## config.mk

```make
export PLATFORM = sky130hd
export DESIGN_NAME = greycode_encoder_stream
export DESIGN_NICKNAME = d
export VERILOG_FILES = /design/src/rtl/greycode_pkg.sv /design/src/rtl/greycode_encoder_stream_grey_skid_buffer.sv /design/src/rtl/greycode_encoder_stream.sv
export SDC_FILE = /design/constraint.sdc
export NUM_CORES = 1
export LEC_CHECK = 0
export ABC_AREA = 1
export BUFFER_PORTS_ARGS = -buffer_cell sky130_fd_sc_hd__buf_2
export CAP_MARGIN = 20
export CORE_ASPECT_RATIO = 1.4
export CORE_MARGIN = 3
export CORE_UTILIZATION = 35
export CTS_CLUSTER_DIAMETER = 150
export DETAILED_ROUTE_END_ITERATION = 8
export PLACE_DENSITY = 0.66
export SLEW_MARGIN = 20
export SYNTH_ARGS = -nofsm -noshare
export SYNTH_HDL_FRONTEND = slang
export SYNTH_SLANG_ARGS = --single-unit
```

## constraint.sdc

```tcl
create_clock -name clk -period 3 [get_ports clk]
set_clock_uncertainty 0.15 [all_clocks]
set_input_delay 0.45 -clock clk [delete_from_list [all_inputs] [get_ports clk]]
set_output_delay 0.45 -clock clk [all_outputs]
set_load 0.005 [all_outputs]
```

## src/rtl/greycode_pkg.sv

```systemverilog
`default_nettype none
// ============================================================================
// Module      : greycode_pkg
// Description : Shared definitions for the grey-code stream blocks.
//               - GREY_WIDTH      : default sample / grey word width
//               - GREY_MAX_WIDTH  : widest word the helper functions handle
//               - skid_state_e    : occupancy states of the skid buffer
//               - bin2grey        : binary -> grey (width generic via zero-ext)
//               - grey2bin        : grey -> binary (width generic via zero-ext)
//               - popcount        : number of set bits in a word
// Revision    : 1.0 - initial release
// ============================================================================
package greycode_pkg;

    localparam int GREY_WIDTH     = 8;
    localparam int GREY_MAX_WIDTH = 64;

    typedef logic [GREY_MAX_WIDTH-1:0] grey_word_t;

    typedef enum logic [1:0] {
        SKID_EMPTY = 2'd0,
        SKID_ONE   = 2'd1,
        SKID_FULL  = 2'd2
    } skid_state_e;

    // Callers zero-extend narrower words into grey_word_t. Zero upper bits
    // stay zero through both conversions, so the low WIDTH bits of the result
    // are exactly the WIDTH-bit conversion.
    function automatic grey_word_t bin2grey(input grey_word_t b);
        return b ^ (b >> 1);
    endfunction

    // Each binary bit is the XOR of all grey bits at and above it.
    function automatic grey_word_t grey2bin(input grey_word_t g);
        grey_word_t b;
        b = '0;
        b[GREY_MAX_WIDTH-1] = g[GREY_MAX_WIDTH-1];
        for (int i = GREY_MAX_WIDTH - 2; i >= 0; i--) begin
            b[i] = b[i+1] ^ g[i];
        end
        return b;
    endfunction

    function automatic logic [6:0] popcount(input grey_word_t v);
        logic [6:0] cnt;
        cnt = '0;
        for (int i = 0; i < GREY_MAX_WIDTH; i++) begin
            cnt = cnt + 7'(v[i]);
        end
        return cnt;
    endfunction

endpackage
`default_nettype wire

```

## src/rtl/greycode_encoder_stream_grey_skid_buffer.sv

```systemverilog
`default_nettype none
// ============================================================================
// Module      : grey_skid_buffer
// Description : Two-entry valid/ready skid buffer. in_ready and out_valid are
//               both flops, so neither handshake has a combinational path
//               through this block. Words leave in acceptance order.
// Ports       : clk, rst_n (async active-low)
//               in_valid / in_ready / in_data    - upstream handshake
//               out_valid / out_ready / out_data - downstream handshake
// Revision    : 1.0 - initial release
// ============================================================================
module grey_skid_buffer
    import greycode_pkg::*;
#(
    parameter int WIDTH = GREY_WIDTH
) (
    input  logic             clk,
    input  logic             rst_n,
    input  logic             in_valid,
    output logic             in_ready,
    input  logic [WIDTH-1:0] in_data,
    output logic             out_valid,
    input  logic             out_ready,
    output logic [WIDTH-1:0] out_data
);

    skid_state_e      state_q, state_d;
    logic [WIDTH-1:0] head_q,  head_d;
    logic [WIDTH-1:0] skid_q,  skid_d;
    logic             in_ready_q,  in_ready_d;
    logic             out_valid_q, out_valid_d;

    logic w_accept;
    logic w_drain;

    assign w_accept = in_valid && in_ready_q;
    assign w_drain  = out_valid_q && out_ready;

    always_comb begin
        state_d = state_q;
        head_d  = head_q;
        skid_d  = skid_q;

        case (state_q)
            SKID_EMPTY: begin
                if (w_accept) begin
                    head_d  = in_data;
                    state_d = SKID_ONE;
                end
            end
            SKID_ONE: begin
                if (w_accept && w_drain) begin
                    // Head leaves as the new word arrives: replace in place.
                    head_d = in_data;
                end else if (w_accept) begin
                    skid_d  = in_data;
                    state_d = SKID_FULL;
                end else if (w_drain) begin
                    state_d = SKID_EMPTY;
                end
            end
            SKID_FULL: begin
                // in_ready is low here, so only a drain can occur.
                if (w_drain) begin
                    head_d  = skid_q;
                    state_d = SKID_ONE;
                end
            end
            default: begin
                state_d = SKID_EMPTY;
            end
        endcase

        // Handshake flags are registered copies of the next-state decode.
        in_ready_d  = (state_d != SKID_FULL);
        out_valid_d = (state_d != SKID_EMPTY);
    end

    always_ff @(posedge clk or negedge rst_n) begin
        if (!rst_n) begin
            state_q     <= SKID_EMPTY;
            head_q      <= '0;
            skid_q      <= '0;
            in_ready_q  <= 1'b1;
            out_valid_q <= 1'b0;
        end else begin
            state_q     <= state_d;
            head_q      <= head_d;
            skid_q      <= skid_d;
            in_ready_q  <= in_ready_d;
            out_valid_q <= out_valid_d;
        end
    end

    assign in_ready  = in_ready_q;
    assign out_valid = out_valid_q;
    assign out_data  = head_q;

endmodule
`default_nettype wire

```

## src/rtl/greycode_encoder_stream.sv

```systemverilog
`default_nettype none
// ============================================================================
// Module      : greycode_encoder_stream
// Description : Streaming binary-to-grey encoder. Samples are encoded as they
//               are accepted and the grey words are held in a two-entry skid
//               buffer, giving one cycle of latency and full throughput.
// Macro       : GREYCODE_ENC_STATS_EN - adds stats_clr, sample_cnt, adj_cnt
//               and the CNT_WIDTH parameter. Datapath is identical either way.
// Ports       : clk, rst_n (async active-low)
//               in_valid / in_ready / in_data     - binary sample input
//               out_valid / out_ready / out_grey  - grey word output
//               stats_clr, sample_cnt, adj_cnt    - optional statistics
// Revision    : 1.0 - initial release
// ============================================================================
module greycode_encoder_stream
    import greycode_pkg::*;
#(
    parameter int WIDTH = GREY_WIDTH
`ifdef GREYCODE_ENC_STATS_EN
    ,
    parameter int CNT_WIDTH = 16
`endif
) (
    input  logic                 clk,
    input  logic                 rst_n,
    input  logic                 in_valid,
    output logic                 in_ready,
    input  logic [WIDTH-1:0]     in_data,
    output logic                 out_valid,
    input  logic                 out_ready,
    output logic [WIDTH-1:0]     out_grey
`ifdef GREYCODE_ENC_STATS_EN
    ,
    input  logic                 stats_clr,
    output logic [CNT_WIDTH-1:0] sample_cnt,
    output logic [CNT_WIDTH-1:0] adj_cnt
`endif
);

    logic [WIDTH-1:0] w_in_grey;

    // The buffer stores grey words, so encoding sits on the input side.
    assign w_in_grey = WIDTH'(bin2grey(grey_word_t'(in_data)));

    grey_skid_buffer #(
        .WIDTH (WIDTH)
    ) u_skid (
        .clk       (clk),
        .rst_n     (rst_n),
        .in_valid  (in_valid),
        .in_ready  (in_ready),
        .in_data   (w_in_grey),
        .out_valid (out_valid),
        .out_ready (out_ready),
        .out_data  (out_grey)
    );

`ifdef GREYCODE_ENC_STATS_EN
    logic [CNT_WIDTH-1:0] sample_cnt_q, sample_cnt_d;
    logic [CNT_WIDTH-1:0] adj_cnt_q,    adj_cnt_d;
    logic [WIDTH-1:0]     prev_grey_q,  prev_grey_d;
    logic                 prev_valid_q, prev_valid_d;

    logic w_out_xfer;
    logic w_adjacent;

    assign w_out_xfer = out_valid && out_ready;
    assign w_adjacent = prev_valid_q &&
                        (popcount(grey_word_t'(out_grey ^ prev_grey_q)) == 7'd1);

    always_comb begin
        sample_cnt_d = sample_cnt_q;
        adj_cnt_d    = adj_cnt_q;
        prev_grey_d  = prev_grey_q;
        prev_valid_d = prev_valid_q;

        if (w_out_xfer) begin
            // Counters stick at all-ones rather than wrapping.
            if (sample_cnt_q != '1) begin
                sample_cnt_d = sample_cnt_q + CNT_WIDTH'(1);
            end
            if (w_adjacent && (adj_cnt_q != '1)) begin
                adj_cnt_d = adj_cnt_q + CNT_WIDTH'(1);
            end
            prev_grey_d  = out_grey;
            prev_valid_d = 1'b1;
        end

        // Clear overrides any increment on the same edge.
        if (stats_clr) begin
            sample_cnt_d = '0;
            adj_cnt_d    = '0;
            prev_valid_d = 1'b0;
        end
    end

    always_ff @(posedge clk or negedge rst_n) begin
        if (!rst_n) begin
            sample_cnt_q <= '0;
            adj_cnt_q    <= '0;
            prev_grey_q  <= '0;
            prev_valid_q <= 1'b0;
        end else begin
            sample_cnt_q <= sample_cnt_d;
            adj_cnt_q    <= adj_cnt_d;
            prev_grey_q  <= prev_grey_d;
            prev_valid_q <= prev_valid_d;
        end
    end

    assign sample_cnt = sample_cnt_q;
    assign adj_cnt    = adj_cnt_q;
`endif

endmodule
`default_nettype wire

```

==> results of run 1 <==
## metrics by stage
| stage | std cells | setup slack, ns |
|---|---|---|
| 2_1_floorplan | 135 | 1.60 |
| 5_1_grt | 195 | 1.29 |
| 6_report | 195 | 1.41 |
| 3_3_place_gp | 190 | 1.43 |
| 4_1_cts | 195 | 1.40 |
| 3_5_place_dp | 190 | 1.40 |
## path summary, 6_finish.rpt
kind,to,slack [ns],cells past startpoint
setup reg to reg,u_skid.skid_q[5],1.41,5
hold / removal,u_skid.skid_q[7],0.29,3
max in group asynchronous,u_skid.in_ready,1.91,2
min in group asynchronous,u_skid.out_valid,0.46,2
hold reg to reg,u_skid.out_data[2],0.33,2
setup / recovery,u_skid.skid_q[5],1.41,5
## cells in the final DEF (no fill, tap or decap)
cell           count
clkbuf_8           1
nor2_4             1
nand2_4            1
dlygate4sd3_1      1
o21ai_0            3
nand3_2            1
buf_2             21
inv_2              1
nand2_1           72
inv_1             12
nor2_1             3
nand3_1           10
dfstp_2            1
dfrtp_1           19
nand2_2            1
o21ai_2            8
clkbuf_4           3
## cell families (layout without fill, tap and decap cells)
kind of cell	count (synthesis)	in the layout	share of synthesized area
buffers and inverters	15	39	0.0693
AOI/OAI and AO/OA	11	11	0.0827
DFF	20	20	0.488
and+or+nand+nor	89	89	0.360
## metal layers
| layer | global-route usage | vias to the layer above | routed length, um |
|---|---|---|---|
| met5 | 0 | - | 0 |
| met2 | 0.207 | 19 | 905 |
| met3 | 0.0128 | 4 | 75 |
| met4 | 0.0962 | 0 | 61 |
| met1 | 0.154 | 394 | 848 |
| li1 | - | 469 | - |
## registers in the layout, indices dropped and copies added (netlist names)
register and cells:
u_skid.out_valid 1, u_skid.out_data 8, u_skid.in_ready 1, u_skid.state_q 2, u_skid.skid_q 8
## power groups by stage
stage                     logic, uW  registers, uW  clock network (uW)
after floorplan                 342            486                   0
final                           455            482                 156
after detailed placement        463            488                   0
after CTS                       466            482                 166
after global placement          451            482                   0
after global routing            539            498                 178
## worst min-delay path, cell delays in order
cell and delay [ns]:
buf_2 0.10, inv_1 0.09, o21ai_2 0.06
## cell type report
cell class | instances | area [um^2]
Clock buffer | 4 | 36.3
Fill cell | 309 | 1520
Inverter | 13 | 48.8
Multi-Input combinational cell | 100 | 455
Sequential cell | 20 | 502
Tap cell | 36 | 45.0
Timing Repair Buffer | 22 | 115
==> impl_metrics.tcl, run 1 <==
set metrics [dict create \
    outcome "complete, no violations" \
    synth-edff-count 0 \
    cp_common_cell "nand2_1" \
    finalInstanceArea_um2 1200 \
    cp.required_ns 3.04 \
    holdCritStartpoint "in_data[7]" \
    switching_share 0.398 \
    cts_made_buffers 3 \
    ys_warn_count 0 \
    synthTopCellsByArea "dfrtp_1 46%, nand2_1 26%, o21ai_2 6.8%, nand3_1 4.9%, inv_1 4.4%" \
    insertion_delay_ns 0.30 \
    core-area_um2 2730 \
    wl_per_cell_um 9.69 \
    synth.top_cell.area_share 0.462 \
    die-width_um 51.8 \
    rr_startpoint "u_skid.in_ready" \
    path_delay_family "simple AND/OR/NAND/NOR gates" \
    period_share 0.530 \
    critPathCaptureType "register" \
    ys_seq_area_frac 0.488 \
    clkTransAtPathRegs_ns 0.11 \
    grt_max_degree 21 \
    synth-seq-cells 20 \
    yosysUniqueCellTypes 14 \
    utilization 0.441 \
    first_pass_iters 4 \
    hpwl_um 1480 \
    ctsResizeCount 0 \
    vias 886 \
    p_leak_uw 0.000706 \
    max-vdd-ir-drop_uv 330 \
    power.internal_uw 658 \
    syn_inst 135 \
    power_frac_comb 0.417 \
    port_buffers 21 \
    vias_per_cell 4.54 \
    initial_core_util 0.377 \
    drv_cap 0 \
    cpPeakStageDelay_ns 0.55 \
    ys.flop_type "dfrtp_1" \
    syn_avg_cell_area_um2 7.62 \
    critPathLaunchType "register" \
    synth_fp_nets 147 \
    die_area_um2 3630 \
    drc_errors 0 \
    root_buffer "clkbuf_4" \
    crit_buf_inv 0 \
    clock-sinks 20 \
    hold_buffers 1 \
    overflow 0 \
    cts.path.max_buffers 2 \
    ctsHtreeMaxLevel 1 \
    crit_type "register to register" \
    drt_iter0_markers 31 \
    synth_top_area_cell "dfrtp_1" \
    grt_usage 0.129 \
    ios 22 \
    ant_nets 0 \
    postPlaceCellArea_um2 1160 \
    gp_congestion 0.742 \
    crit_slowest_cell "dfstp_2" \
    hp-class "input pin to register" \
    relSlewSlack 0.710 \
    whs_ns 0.286 \
    antenna_found_initial 0 \
    hold_viol_final 0 \
    p_per_area_nw_per_um2 909 \
    die_h_um 70.1 \
    total_power_uw 1090 \
    p_switching_uw 435 \
    cp.arrival_ns 1.63 \
    cp-startpoint "u_skid.in_ready" \
    p_seq_frac 0.441 \
    nNetsFinal 172 \
    netlist_area_um2 1030 \
    fin_crit_ns 1.59 \
    crit_chain "nand2_1, nor2_1, nand3_2, nand2_1, o21ai_2" \
    synthMostInstantiatedCell "nand2_1" \
    rows 22 \
    async_reset_ff_frac 1.00 \
    setup_viol 0 \
    synth.top_cells.by_count "72 x nand2_1, 19 x dfrtp_1, 12 x inv_1, 10 x nand3_1, 8 x o21ai_2" \
    critPathMaxFanout 16 \
    fin_tns_setup_ns 0 \
    drv_slew 0 \
    rsz0062_at_grt "no" \
    post_cts_buffers 0 \
    drt_wl_total_um 1890 \
    worstMarginPinSlew_ns 0.436 \
    tritoncts "done" \
    antenna_cells 0 \
    drive_gt1_frac 0.245 \
    grt_pass1_vias 832 \
    p_clk_frac 0.142 \
    layout-area-overhead-vs-synth_pct 16.9 \
    grt_pass1_wl_um 3540 \
    fmax_mhz 629 \
]
Power figures use the tool's default switching activity.
==> inputs of run 2 (changes only) <==
==> constraint.sdc (replaced) <==
create_clock -name clk -period 1.7 [get_ports clk]
set_clock_uncertainty 0.15 [all_clocks]
set_input_delay 0.255 -clock clk [delete_from_list [all_inputs] [get_ports clk]]
set_output_delay 0.255 -clock clk [all_outputs]
set_load 0.005 [all_outputs]
==> run 2 against run 1 <==
  * Die area stayed put
  * Wire length is 2.9% higher
  * Sequential share of layout area is 0.17 points lower
  * Sequential cell count stayed put
  * Highest routed layer unchanged
  * Sequential power is 77% higher
  * First-iteration DRC count is 42% lower
==> impl_metrics.tcl, run 2 (synthesized netlist as in run 1, its figures left out) <==
set metrics [dict create \
    outcome "complete, no violations" \
    p_leak_uw 0.000709 \
    cp_common_cell "nand2_1" \
    gp_congestion 0.751 \
    grt_pass1_vias 837 \
    rrSetupSlack_ns 0.24 \
    first_pass_iters 4 \
    drive_gt1_frac 0.248 \
    multi_input_area_um2 455 \
    worstMarginPinSlew_ns 0.444 \
    holdCritStartpoint "in_data[7]" \
    path_delay_family "flip-flops" \
    crit_chain "nand2_1, nor2_1, nand3_2, buf_4, nand2_1, o21ai_2" \
    period_share 0.862 \
    crit_type "register to register" \
    rsz0062_at_grt "no" \
    crit_cells 6 \
    grt_usage 0.120 \
    insertion_delay_ns 0.29 \
    hold_end "u_skid.skid_q[7]" \
    antenna_found_initial 0 \
    antenna_cells 0 \
    root_buffer "clkbuf_4" \
    vias 876 \
    drc_errors 0 \
    cts_made_buffers 3 \
    clock-sinks 20 \
    critPathLaunchType "register" \
    wl_per_cell_um 9.87 \
    ant_nets 0 \
    regToRegEndpoint "u_skid.skid_q[3]" \
    relSlewSlack 0.704 \
    drv_cap 0 \
    die-width_um 51.8 \
    overflow 0 \
    whs_ns 0.111 \
    final_cell_mix "72 x nand2_1, 21 x buf_2, 19 x dfrtp_1" \
    tritoncts "done" \
    drt_iter0_markers 18 \
    fmax_mhz 683 \
    die_area_um2 3630 \
    critPathMaxFanout 16 \
    p_per_area_nw_per_um2 1590 \
    crit_slowest_cell "dfstp_2" \
    die_h_um 70.1 \
    rows 22 \
    cp.arrival_ns 1.51 \
    cts.path.max_buffers 2 \
    n_fill_cell 301 \
    nNetsFinal 174 \
    final_common_cell "nand2_1" \
    r2r_cells 6 \
    fin_crit_ns 1.46 \
    vias_per_cell 4.45 \
    cp-startpoint "u_skid.in_ready" \
    crit_buf_inv 1 \
    critPathCaptureType "register" \
    whs_path_depth 3 \
    max-vdd-ir-drop_uv 526 \
    port_buffers 21 \
    post_cts_buffers 0 \
    hold_viol_final 0 \
    layout-area-overhead-vs-synth_pct 17.4 \
    fin_tns_setup_ns 0 \
    ff_latch_area_um2 502 \
    ctsHtreeMaxLevel 1 \
    cpPeakStageDelay_ns 0.56 \
    hpwl_um 1560 \
    ios 22 \
    setup_viol 0 \
    cp.required_ns 1.74 \
    clkTransAtPathRegs_ns 0.10 \
    core-area_um2 2730 \
    grt_max_degree 21 \
    drt_wl_total_um 1950 \
    hp-class "input pin to register" \
    drv_slew 0 \
    rr_startpoint "u_skid.in_ready" \
    initial_core_util 0.377 \
    grt_pass1_wl_um 3440 \
]
[run 2: changes by cell type in the layout (fill, tap and decap cells not counted)]
cell,delta
buf_4,+2
clkbuf_1,+1
clkbuf_8,-1
[run 2: worst reg2reg max path: stages, from the launching register on]
cell and delay, ns:
dfstp_2 0.56, nand2_1 0.07, nor2_1 0.15, nand3_2 0.07, buf_4 0.21, nand2_1 0.10, o21ai_2 0.05
[run 2: where the power goes]
group	switching [uW]	internal, uW	total, uW
sequential	141	712	853
combinational	499	344	842
clock	134	91.2	225
[run 2: final cells by class]
class                      instances  share of cell area
inverter                          13              0.0404
clock buffer                       4              0.0218
multi-input combinational        100               0.377
timing repair buffer              24               0.108
sequential                        20               0.416
tap                               36              0.0373
[run 2: repair_timing]
item,in CTS,in global routing
hold endpoints to repair,19,0
resized for setup,0,0
hold buffers,1,0
endpoints found under the setup margin,0,0
[run 2: worst max-delay path by stage]
stage	end	slack (ns)
global placement	u_skid.skid_q[6]	0.32
detailed placement	u_skid.skid_q[3]	0.26
CTS	u_skid.skid_q[3]	0.24
finish	u_skid.skid_q[3]	0.24
floorplan	u_skid.skid_q[7]	0.30
global route	u_skid.out_data[3]	0.15
[run 2: through the flow]
step                setup slack (ns)   util  std cells  total power [uW]  instance area, um^2
floorplan                      0.301      -        135              1460                 1030
global placement               0.318  0.430        192              1670                 1170
detailed placement             0.257  0.430        192              1720                 1170
CTS                            0.238  0.443        197              1950                 1210
global route                   0.147  0.443        197              2110                 1210
finish                         0.235  0.443        197              1920                 1210
[run 2: layer usage]
layer | share of wire | track usage | vias to the layer above
li1 | - | - | 469
met1 | 0.45 | 0.147 | 390
met2 | 0.50 | 0.201 | 15
met3 | 0.034 | 0.0128 | 2
met4 | 0.015 | 0.0612 | 0
met5 | 0 | 0 | -
==> inputs of run 3 (changes only) <==
--- a/config.mk
+++ b/config.mk
@@ -13,6 +13,7 @@
 export CORE_UTILIZATION = 35
 export CTS_CLUSTER_DIAMETER = 150
 export DETAILED_ROUTE_END_ITERATION = 8
+export GPL_TIMING_DRIVEN = 0
 export PLACE_DENSITY = 0.66
 export SLEW_MARGIN = 20
 export SYNTH_ARGS = -nofsm -noshare
==> run 3 against run 2 <==
  * Critical path depth is the same
  * Power rose by 0.94%
  * Hold slack worse by 0.019 ns
  * Maximum frequency is 4.0% lower
  * Combinational power up 2%
  * Cell count did not move
  * Final area is 0.62% higher
  * Wire length down 0.93%
  * Critical path type unchanged
  * Largest cell class unchanged
==> impl_metrics.tcl, run 3 (synthesized netlist as in run 1, its figures left out) <==
set metrics [dict create \
    outcome "complete, no violations" \
    die_area_um2 3630 \
    period_share 0.897 \
    relSlewSlack 0.712 \
    drv_cap 0 \
    grt_max_degree 21 \
    die_h_um 70.1 \
    hold_viol_final 0 \
    path_delay_family "flip-flops" \
    drv_slew 0 \
    drc_errors 0 \
    final_cell_mix "72 x nand2_1, 21 x buf_2, 19 x dfrtp_1" \
    antenna_cells 0 \
    cp.required_ns 1.75 \
    first_pass_iters 4 \
    fin_tns_setup_ns 0 \
    max-vdd-ir-drop_uv 693 \
    wl_per_cell_um 9.78 \
    postPlaceCellArea_um2 1180 \
    drt_wl_total_um 1930 \
    grt_pass1_wl_um 3420 \
    ant_nets 0 \
    insertion_delay_ns 0.29 \
    crit_buf_inv 1 \
    overflow 0 \
    port_buffers 21 \
    drt_iter0_markers 18 \
    fin_crit_ns 1.53 \
    layout-area-overhead-vs-synth_pct 18.1 \
    cts.path.max_buffers 2 \
    crit_type "register to register" \
    p_leak_uw 0.000712 \
    initial_core_util 0.377 \
    fmax_mhz 656 \
    gp_congestion 0.749 \
    tritoncts "done" \
    critPathLaunchType "register" \
    critPathCaptureType "register" \
    hp-class "input pin to register" \
    utilization 0.446 \
    die-width_um 51.8 \
    rsz0062_at_grt "no" \
    p_per_area_nw_per_um2 1600 \
    rows 22 \
    cp_common_cell "nand2_1" \
    cts_made_buffers 3 \
    cp.arrival_ns 1.58 \
    critPathMaxFanout 10 \
    grt_usage 0.120 \
    antenna_found_initial 0 \
    drive_gt1_frac 0.248 \
    n_fill_cell 288 \
    final_common_cell "nand2_1" \
    core-area_um2 2730 \
    setup_viol 0 \
    crit_chain "nand2_1, nor2_1, nand3_2, buf_6, nand2_1, o21ai_2" \
    root_buffer "clkbuf_4" \
    ios 22 \
    worstMarginPinSlew_ns 0.432 \
    finalInstanceArea_um2 1210 \
    hpwl_um 1530 \
    vias_per_cell 4.52 \
    grt_pass1_vias 849 \
    post_cts_buffers 0 \
    ctsHtreeMaxLevel 1 \
    crit_slowest_cell "dfstp_2" \
    nNetsFinal 174 \
    clkTransAtPathRegs_ns 0.11 \
    whs_ns 0.0914 \
    clock-sinks 20 \
    cpPeakStageDelay_ns 0.55 \
    vias 891 \
]
-- run 3: cell counts in the layout (fill, tap and decap cells not counted) --
Identical to the previous run, type by type.
-- run 3: layout make-up --
class | instances | area [um^2] | share of cell area
buffer | 2 | 22.5 | 0.0185
clock buffer | 4 | 26.3 | 0.0216
inverter | 13 | 48.8 | 0.0402
multi-input combinational | 100 | 455 | 0.375
sequential | 20 | 502 | 0.413
tap | 36 | 45.0 | 0.0371
timing repair buffer | 22 | 115 | 0.0947
-- run 3: power by group --
| part | total [uW] | leakage (uW) | internal [uW] | switching [uW] |
|---|---|---|---|---|
| clock network | 231 | 0.0000150 | 91.3 | 140 |
| registers | 848 | 0.000246 | 711 | 137 |
| logic | 859 | 0.000451 | 356 | 503 |
-- run 3: path summary, 6_finish.rpt --
path | startpoint | to | slack [ns] | cells past startpoint
max in group asynchronous | rst_n | u_skid.in_ready | 0.79 | 2
max | u_skid.in_ready | u_skid.skid_q[7] | 0.17 | 6
min | in_data[7] | u_skid.skid_q[7] | 0.09 | 3
max reg2reg | u_skid.in_ready | u_skid.skid_q[7] | 0.17 | 6
min reg2reg | u_skid.out_data[6] | u_skid.out_data[6] | 0.33 | 2
min in group asynchronous | rst_n | u_skid.out_data[1] | 0.27 | 2
-- run 3: timing repair --
item	CTS	global route
hold endpoints to repair	19	0
gates resized for setup	0	0
endpoints found under the setup margin	0	0
hold buffers	1	0
-- run 3: per-layer routing --
| layer | global-route usage | routed length [um] |
|---|---|---|
| met4 | 0.0641 | 27 |
| met2 | 0.191 | 933 |
| met5 | 0 | 0 |
| met3 | 0.0171 | 106 |
| met1 | 0.152 | 859 |
-- run 3: worst register-to-register path, delay by kind of cell, from the launching register on --
kind                   cells  cell delay (ns)
flip-flops                 1             0.55
AO/OA/AOI/OAI              1             0.05
AND/OR/NAND/NOR            4             0.47
buffers and inverters      1             0.21
-- run 3: metrics by stage --
stage	setup slack (ns)	std cells	power [uW]
floorplan	0.301	135	1460
global placement	0.214	192	1700
detailed placement	0.175	192	1730
CTS	0.174	197	1970
global route	0.0639	197	2130
finish	0.175	197	1940
